==> config.mk <==
export PLATFORM = sky130hd
export DESIGN_NAME = pe_buffer_loader
export DESIGN_NICKNAME = d
export VERILOG_FILES = /design/src/rtl/pe_buffer_loader_pkg.sv /design/src/rtl/pe_addr_counter.sv /design/src/rtl/pe_buffer_loader.sv
export SDC_FILE = /design/constraint.sdc
export NUM_CORES = 1
export LEC_CHECK = 0
export BUFFER_PORTS_ARGS = -buffer_cell sky130_fd_sc_hd__buf_2
export CAP_MARGIN = 20
export CELL_PAD_IN_SITES_DETAIL_PLACEMENT = 1
export CELL_PAD_IN_SITES_GLOBAL_PLACEMENT = 1
export CORE_MARGIN = 1
export CORE_UTILIZATION = 37
export DETAILED_ROUTE_END_ITERATION = 7
export PLACE_DENSITY_LB_ADDON = 0.1
export SYNTH_ARGS = -nofsm -noshare
export SYNTH_HDL_FRONTEND = slang
export SYNTH_SLANG_ARGS = --single-unit
==> constraint.sdc <==
create_clock -name clk -period 4.1 [get_ports clk]
set_clock_uncertainty 0.05 [all_clocks]
set_input_delay 0.615 -clock clk [delete_from_list [all_inputs] [get_ports clk]]
set_output_delay 0.615 -clock clk [all_outputs]
set_load 0.005 [all_outputs]
==> src/rtl/pe_buffer_loader_pkg.sv <==
// Shared types and constants for the PE buffer loader: FSM state encoding,
// buffer select values and a small width helper.
package pe_buffer_loader_pkg;

  typedef enum logic [1:0] {
    ST_IDLE = 2'd0,
    ST_LOAD = 2'd1,
    ST_DONE = 2'd2
  } loader_state_e;

  localparam logic SEL_DATA   = 1'b0;
  localparam logic SEL_WEIGHT = 1'b1;

  function automatic int max_int(input int a, input int b);
    return (a > b) ? a : b;
  endfunction

endpackage

==> src/rtl/pe_addr_counter.sv <==
// Loadable write-address counter; increments wrap modulo 2^width.
module pe_addr_counter #(
  parameter int width = 5
) (
  input  logic             clk,
  input  logic             reset,
  input  logic             load,
  input  logic             inc,
  input  logic [width-1:0] load_value,
  output logic [width-1:0] value
);

  logic [width-1:0] value_q, value_d;

  always_comb begin
    value_d = value_q;
    if (load) begin
      value_d = load_value;
    end else if (inc) begin
      value_d = value_q + width'(1);
    end
  end

  always_ff @(posedge clk) begin
    if (reset) begin
      value_q <= '0;
    end else begin
      value_q <= value_d;
    end
  end

  assign value = value_q;

endmodule

==> src/rtl/pe_buffer_loader.sv <==
// Fill engine for one PE's data/weight buffers: streams a counted burst of
// words from a valid/ready port into the selected buffer at incrementing addresses.
module pe_buffer_loader
  import pe_buffer_loader_pkg::*;
#(
  parameter int dataLen       = 32,
  parameter int dataAddrLen   = 5,
  parameter int weightAddrLen = 5,
  parameter int cntLen        = 6,
  localparam int maxAddrLen   = max_int(dataAddrLen, weightAddrLen)
) (
  input  logic                     clk,
  input  logic                     reset,
  input  logic                     start,
  input  logic                     sel,
  input  logic [maxAddrLen-1:0]    base_addr,
  input  logic [cntLen-1:0]        count,
  input  logic                     in_valid,
  output logic                     in_ready,
  input  logic [dataLen-1:0]       in_data,
  output logic                     busy,
  output logic                     done,
  output logic                     data_wrt,
  output logic [dataAddrLen-1:0]   data_wrt_addr,
  output logic [dataLen-1:0]       data_wr_data,
  output logic                     weight_wrt,
  output logic [weightAddrLen-1:0] weight_wrt_addr,
  output logic [dataLen-1:0]       weight_wr_data
);

  loader_state_e            state_q, state_d;
  logic                     sel_q, sel_d;
  logic [cntLen-1:0]        remaining_q, remaining_d;
  logic                     done_q, done_d;
  logic                     data_wrt_q, data_wrt_d;
  logic [dataAddrLen-1:0]   data_addr_q, data_addr_d;
  logic [dataLen-1:0]       data_wdata_q, data_wdata_d;
  logic                     weight_wrt_q, weight_wrt_d;
  logic [weightAddrLen-1:0] weight_addr_q, weight_addr_d;
  logic [dataLen-1:0]       weight_wdata_q, weight_wdata_d;

  logic                     accept;
  logic                     cnt_load;
  logic [maxAddrLen-1:0]    cur_addr;

  assign accept   = in_valid && (state_q == ST_LOAD);
  assign cnt_load = (state_q == ST_IDLE) && start && (count != '0);

  // Counter runs at the wider width; slicing the LSBs gives each buffer its own wrap.
  pe_addr_counter #(
    .width(maxAddrLen)
  ) u_addr_counter (
    .clk       (clk),
    .reset     (reset),
    .load      (cnt_load),
    .inc       (accept),
    .load_value(base_addr),
    .value     (cur_addr)
  );

  always_comb begin
    state_d        = state_q;
    sel_d          = sel_q;
    remaining_d    = remaining_q;
    done_d         = 1'b0;
    data_wrt_d     = 1'b0;
    data_addr_d    = data_addr_q;
    data_wdata_d   = data_wdata_q;
    weight_wrt_d   = 1'b0;
    weight_addr_d  = weight_addr_q;
    weight_wdata_d = weight_wdata_q;

    case (state_q)
      ST_IDLE: begin
        if (start) begin
          if (count != '0) begin
            sel_d       = sel;
            remaining_d = count;
            state_d     = ST_LOAD;
          end else begin
            done_d = 1'b1;
          end
        end
      end
      ST_LOAD: begin
        if (accept) begin
          remaining_d = remaining_q - cntLen'(1);
          if (sel_q == SEL_DATA) begin
            data_wrt_d   = 1'b1;
            data_addr_d  = cur_addr[dataAddrLen-1:0];
            data_wdata_d = in_data;
          end else begin
            weight_wrt_d   = 1'b1;
            weight_addr_d  = cur_addr[weightAddrLen-1:0];
            weight_wdata_d = in_data;
          end
          // The last write strobe lands in the same cycle as done.
          if (remaining_q == cntLen'(1)) begin
            state_d = ST_DONE;
            done_d  = 1'b1;
          end
        end
      end
      ST_DONE: begin
        state_d = ST_IDLE;
      end
      default: begin
        state_d = ST_IDLE;
      end
    endcase
  end

  always_ff @(posedge clk) begin
    if (reset) begin
      state_q        <= ST_IDLE;
      sel_q          <= SEL_DATA;
      remaining_q    <= '0;
      done_q         <= 1'b0;
      data_wrt_q     <= 1'b0;
      data_addr_q    <= '0;
      data_wdata_q   <= '0;
      weight_wrt_q   <= 1'b0;
      weight_addr_q  <= '0;
      weight_wdata_q <= '0;
    end else begin
      state_q        <= state_d;
      sel_q          <= sel_d;
      remaining_q    <= remaining_d;
      done_q         <= done_d;
      data_wrt_q     <= data_wrt_d;
      data_addr_q    <= data_addr_d;
      data_wdata_q   <= data_wdata_d;
      weight_wrt_q   <= weight_wrt_d;
      weight_addr_q  <= weight_addr_d;
      weight_wdata_q <= weight_wdata_d;
    end
  end

  assign in_ready        = (state_q == ST_LOAD);
  assign busy            = (state_q != ST_IDLE);
  assign done            = done_q;
  assign data_wrt        = data_wrt_q;
  assign data_wrt_addr   = data_addr_q;
  assign data_wr_data    = data_wdata_q;
  assign weight_wrt      = weight_wrt_q;
  assign weight_wrt_addr = weight_addr_q;
  assign weight_wr_data  = weight_wdata_q;

endmodule
==> impl_metrics.env, run 1 <==
export IMPL_grt_use_total_pct=20.0
export IMPL_finalPower_mw=1.68
export IMPL_power_density_nw_per_um2=392
export IMPL_switching_share_pct=27.5
export IMPL_grt_max_degree=81
export IMPL_drive_gt1_share_pct=28.3
export IMPL_hold_viol_final=0
export IMPL_start_util_pct=39.0
export IMPL_cp_start_kind="flop"
export IMPL_synth_common_cells="155 x nand2_1, 91 x dfxtp_1, 78 x a21oi_1"
export IMPL_wl_per_cell_um=14.9
export IMPL_max_slew_margin_rel_pct=34.6
export IMPL_htreeDepth=3
export IMPL_netlist_top_cell_by_area="dfxtp_1"
export IMPL_die_area_sq_um=9770
export IMPL_syn_avg_cell_area_sq_um=8.13
export IMPL_drc=0
export IMPL_fin_nets=590
export IMPL_p_seq_share_pct=56.0
export IMPL_wl_mm=9.71
export IMPL_cts_root_buffer="clkbuf_8"
export IMPL_fin_crit_sh_pct=52.3
export IMPL_vias=3237
export IMPL_antenna_found_initial=0
export IMPL_post_route_util_pct=48.2
export IMPL_critPathRequiredTime_ns=3.43
export IMPL_crit_fanout=7
export IMPL_synth_simple_area_share_pct=23.8
export IMPL_core_region_area_sq_um=8890
export IMPL_synth_xor_area_share_pct=1.01
export IMPL_ys_ff_latch=91
export IMPL_p_int_mw=1.22
export IMPL_crit_family="flip-flops"
export IMPL_cp_slowest_stage_delay_ns=0.46
export IMPL_clock_sinks=91
export IMPL_worst_path_buf_inv=2
export IMPL_hold_slack_ns=0.406
export IMPL_syn2layout_area_growth_pct=23.5
export IMPL_status="finished, final reports clean"
export IMPL_std_cell_rows=34
export IMPL_insertion_delay_ns=0.35
export IMPL_grt_pass1_wl_mm=15.4
export IMPL_grt_pass1_vias=3153
export IMPL_ir_drop_mv=0.217
export IMPL_cpMaxStageDelayCell="dfxtp_1"
export IMPL_worstPathArrival_ns=1.48
export IMPL_vias_per_cell=4.96
export IMPL_die_h_um=98.8
export IMPL_synth_seq_area_share_pct=52.5
export IMPL_period_needed_ns=2.15
export IMPL_syn_inst=427
export IMPL_synth_top_family_by_area="simple AND/OR/NAND/NOR gates"
export IMPL_drt_initial_drc_count=45
export IMPL_slew_violations=0
export IMPL_synth_edf_count=0
export IMPL_cts_tree="built"
export IMPL_leakagePower_nw=1.83
export IMPL_worst_pin_slew_ns=0.979
export IMPL_gr_total_overflow=0
export IMPL_synth_cell_type_count=43
export IMPL_fmax_mhz=466
export IMPL_cts_hold_buf=0
export IMPL_dr_pass1_iters=4
export IMPL_ys_dominant_reg_cell="dfxtp_1"
export IMPL_post_cts_setup_buffer_count=0
export IMPL_clkTransAtPathRegs_ns=0.09
export IMPL_post_cts_resized=0
export IMPL_switchingPower_uw=461
export IMPL_hold_path_class="reg2reg"
export IMPL_synth_compound_area_share_pct=16.5
export IMPL_synth_fa_ha_area_share_pct=1.08
export IMPL_cp_end_kind="output pin"
export IMPL_cts_buffers=9
export IMPL_synth_top_area_share_pct=52.5
export IMPL_tns_ns=0
export IMPL_finalSetupViolations=0
export IMPL_synthTopCellsByArea="dfxtp_1 53%, nand2_1 17%, a21oi_1 11%"
export IMPL_p_clk_share_pct=33.0
export IMPL_rsz0062_at_grt="no"
export IMPL_cap_violations=0
export IMPL_clockBufferDepth=2
export IMPL_drtAntennaViolNets=0
export IMPL_place_hpwl_mm=6.62
export IMPL_diodes=0
export IMPL_worstSetupPathType="reg2out"
export IMPL_io_pins=127
export IMPL_routabilityCongestion=0.817
export IMPL_yosysMostFrequentCell="nand2_1"
export IMPL_synth_mux_area_share_pct=0.288
export IMPL_worstPathCellList="nand2b_1 -> inv_1 -> buf_2"
export IMPL_port_buffers=126
export IMPL_async_flop_share_pct=0
export IMPL_die_x_um=98.8
export IMPL_combPwrFrac_pct=10.9
export IMPL_syn_nets=478
export IMPL_syn_area_sq_um=3470
export IMPL_yosysWarnings=0
==> power by group through the flow <==
stage                     clock network (mW)  registers [mW]  logic (mW)
after detailed placement                   0           0.962       0.186
after floorplan                            0           0.958       0.112
after CTS                              0.577           0.941       0.187
after global placement                     0           0.960       0.180
after global routing                   0.612           0.945       0.206
final                                  0.554           0.940       0.184
==> metal layers <==
metal	track usage (%)	up-vias	share of wire, %
li1	-	1629	-
met1	25.9	1523	47
met2	33.5	75	48
met3	3.33	10	3.6
met4	7.23	0	1.2
met5	0	-	0
==> state kept, by name, indices dropped and copies added, names as in the netlist, 2 cells and up <==
register / cells
weight_wr_data: 32
u_addr_counter.value: 5
data_wr_data: 32
state_q: 2
data_wrt_addr: 5
remaining_q: 6
weight_wrt_addr: 5
==> path summary, 6_finish.rpt <==
kind,cells after the start,startpoint,to,slack (ns)
min,2,weight_wr_data[16]$_SDFFE_PP0P_,weight_wr_data[16]$_SDFFE_PP0P_,0.41
max reg2reg,4,state_q[0]$_SDFFE_PP0P_,data_wr_data[1]$_SDFFE_PP0P_,2.07
min reg2reg,2,weight_wr_data[16]$_SDFFE_PP0P_,weight_wr_data[16]$_SDFFE_PP0P_,0.41
max,3,state_q[1]$_SDFFE_PP0P_,in_ready,1.95
==> logic make-up after synthesis <==
group / count (synthesis)
AND/OR/NAND/NOR: 196
AO/OA/AOI/OAI: 100
flip-flops: 91
buffers and inverters: 32
XOR/XNOR: 4
adder cells (fa/ha/maj): 3
multiplexers: 1
==> tightest hold or removal path, cell delays in order (launching register included) <==
cell     delay, ns
dfxtp_1       0.31
nand2_1       0.05
a21oi_1       0.05
==> cells in the final DEF (no fill, tap or decap), types with 2 or more instances in the layout <==
cell and n:
nand2_1 155, buf_2 126, dfxtp_1 91, a21oi_1 78, nor2_1 16, clkbuf_8 9, a211oi_1 5, inv_1 4
nand4_1 4, xor2_1 3, o21ai_0 3, nor2b_1 3, ha_1 3, clkinvlp_4 3, buf_4 3, nand3_1 2
nor3_1 2, a31oi_1 2, or3_1 2, a21boi_0 2, inv_6 2
==> through the flow <==
| step | setup slack [ns] | std cells | area [sq um] |
|---|---|---|---|
| after floorplan | 2.33 | 427 | 3470 |
| after global placement | 1.85 | 636 | 4110 |
| after detailed placement | 1.72 | 636 | 4110 |
| after CTS | 1.93 | 652 | 4280 |
| after global routing | 1.83 | 652 | 4280 |
| final | 1.95 | 652 | 4280 |
==> final cells by class <==
class | instances | area, sq um
fillers | 1126 | 4610
flip-flops and latches | 91 | 1820
multi-input cells | 304 | 1480
repair buffers | 129 | 653
well taps | 108 | 135
clock buffers | 10 | 128
clock inverters | 6 | 48.8
inverters | 4 | 15.0
Power figures use the tool's default switching activity.
==> run 2: changes to the inputs <==
Settings changed: CORE_UTILIZATION 37 to 31.
Clock period 4.1 ns to 1.7 ns, I/O delays scaled along.
==> run 2 against run 1 <==
Utilization down 6.7 points. Non-clock buffer count increased by 13. Clock power up 140%. Final cell count rose by 6.9%. Total power up 140%. Largest power group unchanged. Combinational power rose to 2.7 times the previous value. Setup slack lost 1.8 ns. Largest cell class unchanged. Final area increased by 5.4%. Critical path type is now reg2reg. Flip-flop and latch count unchanged. Routed wire length rose by 6.7%. First-iteration DRC count increased by 93%.
==> impl_metrics.env, run 2 (synthesis gave the netlist of run 1 again) <==
export IMPL_die_x_um=108
export IMPL_die_h_um=108
export IMPL_status="finished, final reports clean"
export IMPL_cts_root_buffer="clkbuf_8"
export IMPL_clkTransAtPathRegs_ns=0.09
export IMPL_cp_start_kind="flop"
export IMPL_cts_buffers=9
export IMPL_die_area_sq_um=11600
export IMPL_routabilityCongestion=0.862
export IMPL_diodes=0
export IMPL_ir_drop_mv=0.405
export IMPL_grt_max_degree=63
export IMPL_rr_worst_depth=5
export IMPL_fin_nets=603
export IMPL_vias=3311
export IMPL_place_hpwl_mm=7.09
export IMPL_critPathRequiredTime_ns=1.90
export IMPL_clock_sinks=91
export IMPL_post_route_util_pct=41.5
export IMPL_holdPathEnd="data_wr_data[30]$_SDFFE_PP0P_"
export IMPL_clockBufferDepth=2
export IMPL_io_pins=127
export IMPL_dp_slack_ns=0.0283
export IMPL_finalNonFillerCells=697
export IMPL_hold_depth=3
export IMPL_worstPathArrival_ns=1.80
export IMPL_hold_path_class="in2reg"
export IMPL_rsz0062_at_grt="no"
export IMPL_crit_reg2reg_launch="state_q[0]$_SDFFE_PP0P_"
export IMPL_fmax_mhz=627
export IMPL_syn2layout_area_growth_pct=30.1
export IMPL_power_density_nw_per_um2=908
export IMPL_r2r_end="remaining_q[3]$_SDFFE_PP0P_"
export IMPL_layout_common_cells="155 x nand2_1, 126 x buf_2, 89 x dfxtp_1"
export IMPL_htreeDepth=3
export IMPL_mostFrequentLayoutCell="nand2_1"
export IMPL_period_needed_ns=1.60
export IMPL_port_buffers=126
export IMPL_place_detailed_instances=681
export IMPL_grt_pass1_vias=3295
export IMPL_worst_pin_slew_ns=0.411
export IMPL_hold_viol_final=0
export IMPL_fin_crit_sh_pct=93.9
export IMPL_cap_violations=0
export IMPL_cts_tree="built"
export IMPL_start_util_pct=31.9
export IMPL_crit_fanout=11
export IMPL_core_region_area_sq_um=10900
export IMPL_leakagePower_nw=1.93
export IMPL_grt_pass1_wl_mm=16.6
export IMPL_worstSetupPathType="reg2reg"
export IMPL_dr_pass1_iters=4
export IMPL_wl_mm=10.4
export IMPL_finalSetupViolations=0
export IMPL_slew_violations=0
export IMPL_cts_hold_buf=0
export IMPL_antenna_found_initial=0
export IMPL_holdCritStartpoint="in_data[30]"
export IMPL_drt_initial_drc_count=87
export IMPL_wl_per_cell_um=14.9
export IMPL_gr_total_overflow=0
export IMPL_cp_end_kind="flop"
export IMPL_layout_setup_ws_ns=0.104
export IMPL_drive_gt1_share_pct=31.1
export IMPL_ff2ff_setup_slack_ns=0.10
export IMPL_drc=0
export IMPL_post_cts_setup_buffer_count=0
export IMPL_std_cell_rows=38
export IMPL_max_slew_margin_rel_pct=72.4
export IMPL_insertion_delay_ns=0.36
export IMPL_drtAntennaViolNets=0
export IMPL_grt_use_total_pct=18.7
export IMPL_tns_ns=0
export IMPL_vias_per_cell=4.75
==> run 2: cell types whose count changed in the layout (fill, tap and decap cells not counted), sizes merged <==
cell and change:
clkbuf +2, inv -2, clkinvlp -2, clkinv +2, buf +13
==> run 2: stage by stage <==
stage | cell area (sq um) | hold slack (ns) | power (mW)
floorplan | 3470 | 0.341 | 2.58
global placement | 4330 | 0.389 | 2.81
detailed placement | 4330 | 0.396 | 2.82
CTS | 4510 | 0.0552 | 4.18
global route | 4520 | 0.0647 | 4.33
finish | 4520 | 0.0818 | 4.10
==> run 2: worst max-delay path, stage by stage (launching register included) <==
cell,delay (ns)
dfxtp_2,0.36
nor3b_4,0.21
a21bo_1,0.33
buf_12,0.18
a221oi_1,0.28
nor2_1,0.08
==> run 2: worst max path at each step <==
| stage | start | to | slack (ns) |
|---|---|---|---|
| after CTS | state_q[1]$_SDFFE_PP0P_ | in_ready | 0.03 |
| final | state_q[0]$_SDFFE_PP0P_ | remaining_q[3]$_SDFFE_PP0P_ | 0.10 |
| after detailed placement | count[5] | u_addr_counter.value[1]$_SDFFE_PP0P_ | 0.03 |
| after global routing | state_q[0]$_SDFFE_PP0P_ | remaining_q[3]$_SDFFE_PP0P_ | 0.007 |
| after global placement | count[5] | remaining_q[1]$_SDFFE_PP0P_ | 0.09 |
| after floorplan | state_q[0]$_SDFFE_PP0P_ | remaining_q[2]$_SDFFE_PP0P_ | 0.21 |
==> run 2: cell type report <==
cell class	instances	area [sq um]
sequential	91	1820
timing repair buffer	142	838
tap	140	175
inverter	4	15.0
clock buffer	12	145
clock inverter	4	26.3
fill	1384	6370
multi-input combinational	304	1490
==> run 2: per-layer routing <==
layer | routed length, um | GRT usage, %
met5 | 0 | 0
met4 | 157 | 8.51
met3 | 414 | 3.87
met2 | 4980 | 31.0
met1 | 4810 | 23.2
==> run 2: what timing repair did <==
item	4_1_cts	5_1_grt
setup endpoints to repair	1	5
gates cloned	0	0
gates resized for setup	1	6
==> run 2: power breakdown <==
| group | internal, mW | switching [mW] | total [mW] | leakage, nW |
|---|---|---|---|---|
| clock | 0.571 | 0.760 | 1.33 | 0.0863 |
| combinational | 0.226 | 0.277 | 0.504 | 1.11 |
| sequential | 2.21 | 0.0602 | 2.27 | 0.740 |
